### config.mk
export PLATFORM = sky130hd
export DESIGN_NAME = udiv64_host
export DESIGN_NICKNAME = d
export VERILOG_FILES = /design/src/rtl/udiv64_host_pkg.sv /design/src/rtl/udiv64_host.sv
export SDC_FILE = /design/constraint.sdc
export NUM_CORES = 1
export LEC_CHECK = 0
export ABC_AREA = 1
export ABC_CLOCK_PERIOD_IN_PS = 5600
export CORE_MARGIN = 5
export CORE_UTILIZATION = 35
export DETAILED_ROUTE_END_ITERATION = 16
export GPL_TIMING_DRIVEN = 1
export MAX_ROUTING_LAYER = met4
export SYNTH_ARGS = -nofsm -noshare
export SYNTH_HDL_FRONTEND = slang
export SYNTH_SLANG_ARGS = --single-unit
export TNS_END_PERCENT = 1
### constraint.sdc
create_clock -name clk -period 5.6 [get_ports clk]
set_clock_uncertainty 0.2 [all_clocks]
set_input_delay 1.68 -clock clk [delete_from_list [all_inputs] [get_ports clk]]
set_output_delay 1.68 -clock clk [all_outputs]
set_load 0.01 [all_outputs]
### src/rtl/udiv64_host_pkg.sv
// Shared constants for the udiv64 register-window divider and its host initiator.
// Latency: n/a (constants, types and a pure chunk-select helper only).
// Backpressure: n/a.
package udiv64_host_pkg;

    // Chunk locations on in_loc / out_loc.
    localparam logic [31:0] LOC_0 = 32'd0;
    localparam logic [31:0] LOC_1 = 32'd1;
    localparam logic [31:0] LOC_2 = 32'd2;
    localparam logic [31:0] LOC_3 = 32'd3;
    localparam logic [31:0] LOC_4 = 32'd4;
    localparam logic [31:0] LOC_5 = 32'd5;
    localparam logic [31:0] LOC_6 = 32'd6;
    localparam logic [31:0] LOC_7 = 32'd7;

    // Peripheral state codes as they appear on state_reg.
    localparam logic [31:0] PST_IDLE  = 32'd0;
    localparam logic [31:0] PST_DIV1  = 32'd1;
    localparam logic [31:0] PST_DIV2  = 32'd2;
    localparam logic [31:0] PST_FINAL = 32'd3;

    // Control register values.
    localparam logic [31:0] CTRL_RUN  = 32'd1;
    localparam logic [31:0] CTRL_STOP = 32'd0;

    typedef enum logic [1:0] {
        P_IDLE  = 2'd0,
        P_DIV1  = 2'd1,
        P_DIV2  = 2'd2,
        P_FINAL = 2'd3
    } pst_t;

    // Operand chunk for load index 0..3: dividend lo/hi, divisor lo/hi.
    function automatic logic [31:0] load_chunk(input logic [63:0] dvd,
                                               input logic [63:0] dvs,
                                               input logic [1:0]  idx);
        logic [31:0] v;
        case (idx)
            2'd0:    v = dvd[31:0];
            2'd1:    v = dvd[63:32];
            2'd2:    v = dvs[31:0];
            default: v = dvs[63:32];
        endcase
        return v;
    endfunction

endpackage

### src/rtl/udiv64_host.sv
// Host initiator: loads operands into a udiv64 peripheral, runs it, polls, reads back results.
// Latency: fixed accept-to-resp_valid (load 4 + start 1 + peripheral run + readback 5 + clear).
// Backpressure: req_ready only in IDLE (one op in flight); resp_valid holds until resp_ready.
// Ports: clk, reset (async active-low); req_valid/req_ready/dividend/divisor request;
//        resp_valid/resp_ready/quotient/remainder/dz/err response;
//        in_loc/in_val/ctrl_reg to peripheral; out_loc/out_val/state_reg from peripheral.
module udiv64_host
    import udiv64_host_pkg::*;
#(
    parameter int TIMEOUT_CYCLES = 1023
) (
    input  logic        clk,
    input  logic        reset,
    input  logic        req_valid,
    output logic        req_ready,
    input  logic [63:0] dividend,
    input  logic [63:0] divisor,
    output logic        resp_valid,
    input  logic        resp_ready,
    output logic [63:0] quotient,
    output logic [63:0] remainder,
    output logic        dz,
    output logic        err,
    output logic [31:0] in_loc,
    output logic [31:0] in_val,
    output logic [31:0] ctrl_reg,
    input  logic [31:0] out_loc,
    input  logic [31:0] out_val,
    input  logic [31:0] state_reg
);

    typedef enum logic [2:0] {
        S_IDLE, S_LOAD, S_START, S_WAIT, S_READ, S_CLEAR, S_RESP
    } host_st_t;

    localparam int             CW       = $clog2(TIMEOUT_CYCLES + 1);
    localparam logic [CW-1:0]  CNT_LAST = CW'(TIMEOUT_CYCLES - 1);

    host_st_t     r_st;
    logic [1:0]   r_idx;     // operand chunk currently on in_loc during LOAD
    logic [2:0]   r_step;    // READ step: 0 drives only, 1..4 capture chunk step-1
    logic [CW-1:0] r_cnt;
    logic [63:0]  r_dvd;
    logic [63:0]  r_dvs;
    logic [127:0] r_res;     // {r hi, r lo, q hi, q lo}
    logic         r_req_ready;
    logic         r_resp_valid;
    logic         r_dz;
    logic         r_err;
    logic [31:0]  r_in_loc;
    logic [31:0]  r_in_val;
    logic [31:0]  r_ctrl;

    logic [1:0]   w_cap_idx;
    logic [31:0]  w_exp_loc;

    // Readback of in_loc=4+k arrives as out_loc=1+k one cycle later.
    assign w_cap_idx = r_step[1:0] - 2'd1;
    assign w_exp_loc = LOC_1 + {30'd0, w_cap_idx};

    assign req_ready  = r_req_ready;
    assign resp_valid = r_resp_valid;
    assign quotient   = r_res[63:0];
    assign remainder  = r_res[127:64];
    assign dz         = r_dz;
    assign err        = r_err;
    assign in_loc     = r_in_loc;
    assign in_val     = r_in_val;
    assign ctrl_reg   = r_ctrl;

    always_ff @(posedge clk or negedge reset) begin
        if (!reset) begin
            r_st         <= S_IDLE;
            r_idx        <= '0;
            r_step       <= '0;
            r_cnt        <= '0;
            r_dvd        <= '0;
            r_dvs        <= '0;
            r_res        <= '0;
            r_req_ready  <= 1'b0;
            r_resp_valid <= 1'b0;
            r_dz         <= 1'b0;
            r_err        <= 1'b0;
            r_in_loc     <= LOC_0;
            r_in_val     <= '0;
            r_ctrl       <= CTRL_STOP;
        end else begin
            case (r_st)
                S_IDLE: begin
                    r_req_ready <= 1'b1;
                    r_in_loc    <= LOC_0;
                    r_ctrl      <= CTRL_STOP;
                    if (req_valid && r_req_ready) begin
                        r_req_ready <= 1'b0;
                        r_dvd       <= dividend;
                        r_dvs       <= divisor;
                        r_dz        <= (divisor == 64'd0);
                        r_err       <= 1'b0;
                        r_res       <= '0;
                        r_idx       <= 2'd0;
                        r_in_loc    <= LOC_1;
                        r_in_val    <= dividend[31:0];
                        r_st        <= S_LOAD;
                    end
                end
                S_LOAD: begin
                    if (r_idx == 2'd3) begin
                        r_in_loc <= LOC_0;
                        r_in_val <= '0;
                        r_ctrl   <= CTRL_RUN;
                        r_cnt    <= '0;
                        r_st     <= S_START;
                    end else begin
                        r_idx    <= r_idx + 2'd1;
                        r_in_loc <= LOC_2 + {30'd0, r_idx};
                        r_in_val <= load_chunk(r_dvd, r_dvs, r_idx + 2'd1);
                    end
                end
                S_START: begin
                    r_cnt <= '0;
                    r_st  <= S_WAIT;
                end
                S_WAIT: begin
                    if (state_reg == PST_FINAL) begin
                        r_step   <= 3'd0;
                        r_in_loc <= LOC_4;
                        r_st     <= S_READ;
                    end else if (r_cnt == CNT_LAST) begin
                        r_err  <= 1'b1;
                        r_res  <= '0;
                        r_ctrl <= CTRL_STOP;
                        r_st   <= S_CLEAR;
                    end else begin
                        r_cnt <= r_cnt + 1'b1;
                    end
                end
                S_READ: begin
                    if (r_step != 3'd0) begin
                        case (w_cap_idx)
                            2'd0:    r_res[31:0]   <= out_val;
                            2'd1:    r_res[63:32]  <= out_val;
                            2'd2:    r_res[95:64]  <= out_val;
                            default: r_res[127:96] <= out_val;
                        endcase
                        if (out_loc != w_exp_loc) begin
                            r_err <= 1'b1;
                        end
                    end
                    if (r_step == 3'd4) begin
                        r_in_loc <= LOC_0;
                        r_ctrl   <= CTRL_STOP;
                        r_st     <= S_CLEAR;
                    end else begin
                        r_step   <= r_step + 3'd1;
                        r_in_loc <= (r_step < 3'd3) ? (LOC_5 + {29'd0, r_step}) : LOC_0;
                    end
                end
                S_CLEAR: begin
                    r_in_loc <= LOC_0;
                    r_ctrl   <= CTRL_STOP;
                    if (state_reg == PST_IDLE) begin
                        r_resp_valid <= 1'b1;
                        r_st         <= S_RESP;
                    end
                end
                S_RESP: begin
                    if (resp_ready) begin
                        r_resp_valid <= 1'b0;
                        r_req_ready  <= 1'b1;
                        r_st         <= S_IDLE;
                    end
                end
                default: r_st <= S_IDLE;
            endcase
        end
    end

endmodule

== After elaboration in Yosys (flattened, before gate mapping) ==
Cells that the tools add are included.

* Bits in writable memories: 0
* Logic and storage cells: 144
* Output and inout bits: 228
* Flip-flop bits (word level): 374
* Memories kept: 0
* ROM bits: 0
* Latch bits: 0

* $add $sub $neg: 7
* Shift-type cells: 0
* Reductions and logical operators: 32
* Div/mod/pow operators: 0
* Multiplexer cells: 54
* Bitwise operators: 0
* $mul: 0
* Order comparisons: 1
* Equal/unequal tests: 33

{| class="wikitable"
|+ Operator list
! operator !! count
|-
| 2-to-1 mux 128 bit || 4
|-
| case mux 128 bit (3 select lines) || 1
|-
| 2-to-1 mux 32 bit || 11
|-
| case mux 32 bit (5 select lines) || 1
|-
| case mux 32 bit (4 select lines) || 1
|-
| case mux 32 bit (3 select lines) || 1
|-
| logical NOT 64 bit || 1
|-
| case mux 32 bit (2 select lines) || 1
|-
| AND reduction 6 bit || 6
|-
| == test 32 x 2 -> 1 bit (second input constant) || 1
|-
| logical NOT 32 bit || 1
|-
| != test 32 x 3 -> 1 bit || 1
|-
| 2-to-1 mux 10 bit || 3
|-
| 2-to-1 mux 3 bit || 10
|-
| case mux 10 bit (3 select lines) || 1
|-
| != test 2 bit (second input constant) || 14
|-
| case mux 3 bit (7 select lines) || 1
|-
| == test 3 bit (second input constant) || 4
|-
| adder 10 x 1 -> 10 bit (second input constant) || 1
|-
| == test 10 bit (second input constant) || 1
|-
| 2-to-1 mux 1 bit || 10
|-
| AND reduction 3 bit || 3
|-
| nonzero test 3 bit || 3
|-
| 2-to-1 mux 4 bit || 2
|-
| 29 further kinds || 44
|}

== Logic depth before layout (Yosys ltp) ==
* Depth after elaboration: 6
* Gate-level depth with buffers: 12

== Worst setup path before layout ==
No wires, ideal clock.

* Kind: input -> register
* From: input port state_reg[15]
* To: register r_res[108]
* Setup time: 117 ps
* Arrival time: 2868 ps
* Path buffers: 2
* Stages on the path: 10
* Slack: 2415 ps
* Cells stage by stage: nor2_1 nand2_1 nor2_1 nand2_1 nor2_1 nand2_1 buf_2 clkbuf_1 nand4_1 nand2_1

* Word-level cells in the longest chain between the ends: 3

{| class="wikitable"
|+ Ends and longest elaborated chain
! what !! line !! text
|-
| start, declared || udiv64_host.sv:29 || <nowiki>input logic [31:0] state_reg</nowiki>
|-
| == test 32 x 2 -> 1 bit || udiv64_host.sv:124 || <nowiki>if (state_reg == PST_FINAL) begin</nowiki>
|-
| != test 2 bit (no line) || - ||
|-
| AND reduction 6 bit (no line) || - ||
|-
| end signal, assigned || udiv64_host.sv:143 || <nowiki>default: r_res[127:96] <= out_val;</nowiki>
|-
| end, declared || udiv64_host.sv:45 || <nowiki>logic [127:0] r_res;</nowiki>
|}

No other way between the ends.
A chain may end at the register's enable or synchronous reset.

== Worst setup path after layout ==
* From: input port state_reg[31]
* To: register r_res[47]

Same word-level chain as after synthesis.

==> reports/metrics.cfg <==
[setup_path]
r2r_cells = 9
critical-path-slowest-cell = buf_4
crit_path_end_kind = flop
crit_path_max_incr_delay_ps = 960
startpoint_type = input pin
cp.arrival_ps = 4210
rrSetupSlack_ps = 2370
worstReg2RegEnd = r_res[110]
r2r-start = r_st[1]
cp_top_family = buffers and inverters
cp_cell_sequence = clkdlybuf4s50_1 > nor2_1 > nand2_1 > nor2_1 > nand2_1 > nor2_1 > nand2_4 > buf_4 > nand4_1 > nand2_1
crit_buf_inv = 2
cp_max_fo = 112
cp.required_ps = 5840
worst-setup-path-type = input pin to flop

[hold_path]
worstHoldStart = r_res[53]
whs_endpoint = r_res[53]
hold_depth = 2
hold_class = flop to flop

[final_layout]
fillCellCount = 4090
regArea_um2 = 7860
final_util_pct = 47.9
multi_input_area_um2 = 5820
fin_nets = 2433
fin_cells = 2757
drive_above_1_share_pct = 4.15
finish.instance_area_um2 = 20200
top_register = r_res
largest_register_ff_count = 128
mostFrequentLayoutCell = nand2_1
final_cell_mix = 663 x nand2_1, 394 x clkdlybuf4s50_1, 314 x dfrtp_1
reg.largest.list = r_res: 128 flops, r_dvd: 64 flops, r_dvs: 64 flops
areaGrowthSynthToFinish_pct = 34.8

[status]
status = complete, no violations

[floorplanning]
placementRows = 75
start_util_pct = 35.6
die_y_um = 217
dieArea_um2 = 47100
ios = 456
die_x_um = 217
core_area_um2 = 42100

[synth]
synth_edf_count = 0
ys_ff_latch = 314
async_reset_ff_share_pct = 100
synth_largest_area_cell = dfrtp_1
syn_inst = 1856
synth_area_leaders = dfrtp_1 52%, nand2_1 17%, nand4_1 6.2%
avgSynthCellArea_um2 = 8.08
ys.flop_type = dfrtp_1
ys_warn_count = 0
ys_seq_area_share_pct = 52.4
synth.top_cell.area_share_pct = 52.4
syn_area_um2 = 15000
synthDistinctLibCells = 28

[routing]
ant_nets = 0
initialDrtViolationCount = 854
wl_per_cell_um = 18.0
vias = 13800
drt_first_pass_iters = 5
viasPerCell = 5.00
wirelength_mm = 49.7
drc_errors = 0

[sta]
drv_slew = 0
relSlewSlack_pct = 19.8
finalWorstSetupSlack_ps = 1630
fin_tns_setup_ps = 0
hold_violations = 0
rsz0062_at_grt = no
fin_crit_sh_pct = 70.8
setup_viol_count_final = 0
fin_crit_ps = 3970
max_freq_mhz = 252
worst_pin_slew_ps = 1200

[placed_design]
place_ws_ps = 1160
place_inst = 2694
globalplace.congestion = 0.892
port_buffers = 395
hpwl_mm = 34.8
placed_area_um2 = 19100

[power]
ir_drop_v = 0.000157
powerDensity_nw_per_um2 = 272
p_leak_nw = 9.79

[job]
drv_cap = 0

[global_route]
antenna_found_initial = 1
grt-ovfl-total = 0
grtUsageTotal_pct = 20.6
grt_pass1_wl_mm = 76.4
grt_max_degree = 127
grt_pass1_vias = 13400

[cts]
htreeDepth = 2
clk_latency_ps = 520
cts_tree = yes
cts.sink_count = 314
clock-root-buffer = clkbuf_16
hold_buffers = 0
clkTransAtPathRegs_ps = 60
numCtsBuffers = 36
post_cts_buffers = 0
cts.repair.resized = 0
clock_path_buffers = 3

metrics by stage:
step                total power, mW  hold WS [ps]
CTS                            5.55           273
finish                         5.49           268
global placement               3.22           254
detailed placement             3.23           258
floorplan                      2.73           248
global route                   5.72           284
worst reg2reg max path: stages, from the launching register on:
cell and delay (ps):
dfrtp_1 560, nor2_1 70, nand2_1 100, buf_4 380, inv_1 280, nand2_1 130
buf_4 370, nand3_2 690, nand2_1 250, nand2_1 70
layer usage:
layer / vias up / track usage [%] / wire length (um)
met5: - / - / 0
met4: 0 / 4.61 / 920
li1: 6579 / - / -
met2: 547 / 33.0 / 23200
met3: 62 / 4.35 / 3930
met1: 6597 / 27.4 / 21600
logic make-up (layout without fill, tap and decap cells):
kind of cell	count (synthesis)	in the layout	synth area share (%)
adder cells (fa/ha/maj)	12	12	1.00
buffers and inverters	321	623	10.3
flip-flops	314	314	52.4
AND/OR/NAND/NOR	991	991	28.1
XOR/XNOR	2	2	0.117
AO/OA/AOI/OAI	215	215	7.98
other	1	61	0.0250
worst max-delay path by stage:
stage	from	end	cells past startpoint
floorplan	state_reg[15]	r_res[108]	10
global route	state_reg[29]	r_res[81]	10
finish	state_reg[31]	r_res[47]	10
detailed placement	state_reg[31]	r_res[56]	10
global placement	state_reg[31]	r_res[66]	10
CTS	state_reg[31]	r_res[75]	10
cells in the mapped netlist, drive strengths merged, types with 6 or more instances:
master and instances:
or2 6, clkbuf 69, ha 12, buf 105
o211ai 28, o21ai 119, nand4 148, dfrtp 314
a31oi 18, inv 147, nand2 665, a21oi 45
nand3 69, nor2 102
power by group:
part           internal (mW)  switching (mW)  leakage [nW]
clock                   1.37           0.930         0.560
combinational          0.388           0.327          5.19
sequential              2.38          0.0840          4.04
final cells by class:
cell class,count,area share [%]
Tap cell,539,3.34
Inverter,147,2.73
Antenna cell,1,0.0124
Multi-Input combinational cell,1280,28.8
Clock inverter,7,0.495
Sequential cell,314,38.9
Clock buffer,55,5.16
Timing Repair Buffer,414,20.5
Note: power is estimated with default switching activity, not from simulation.
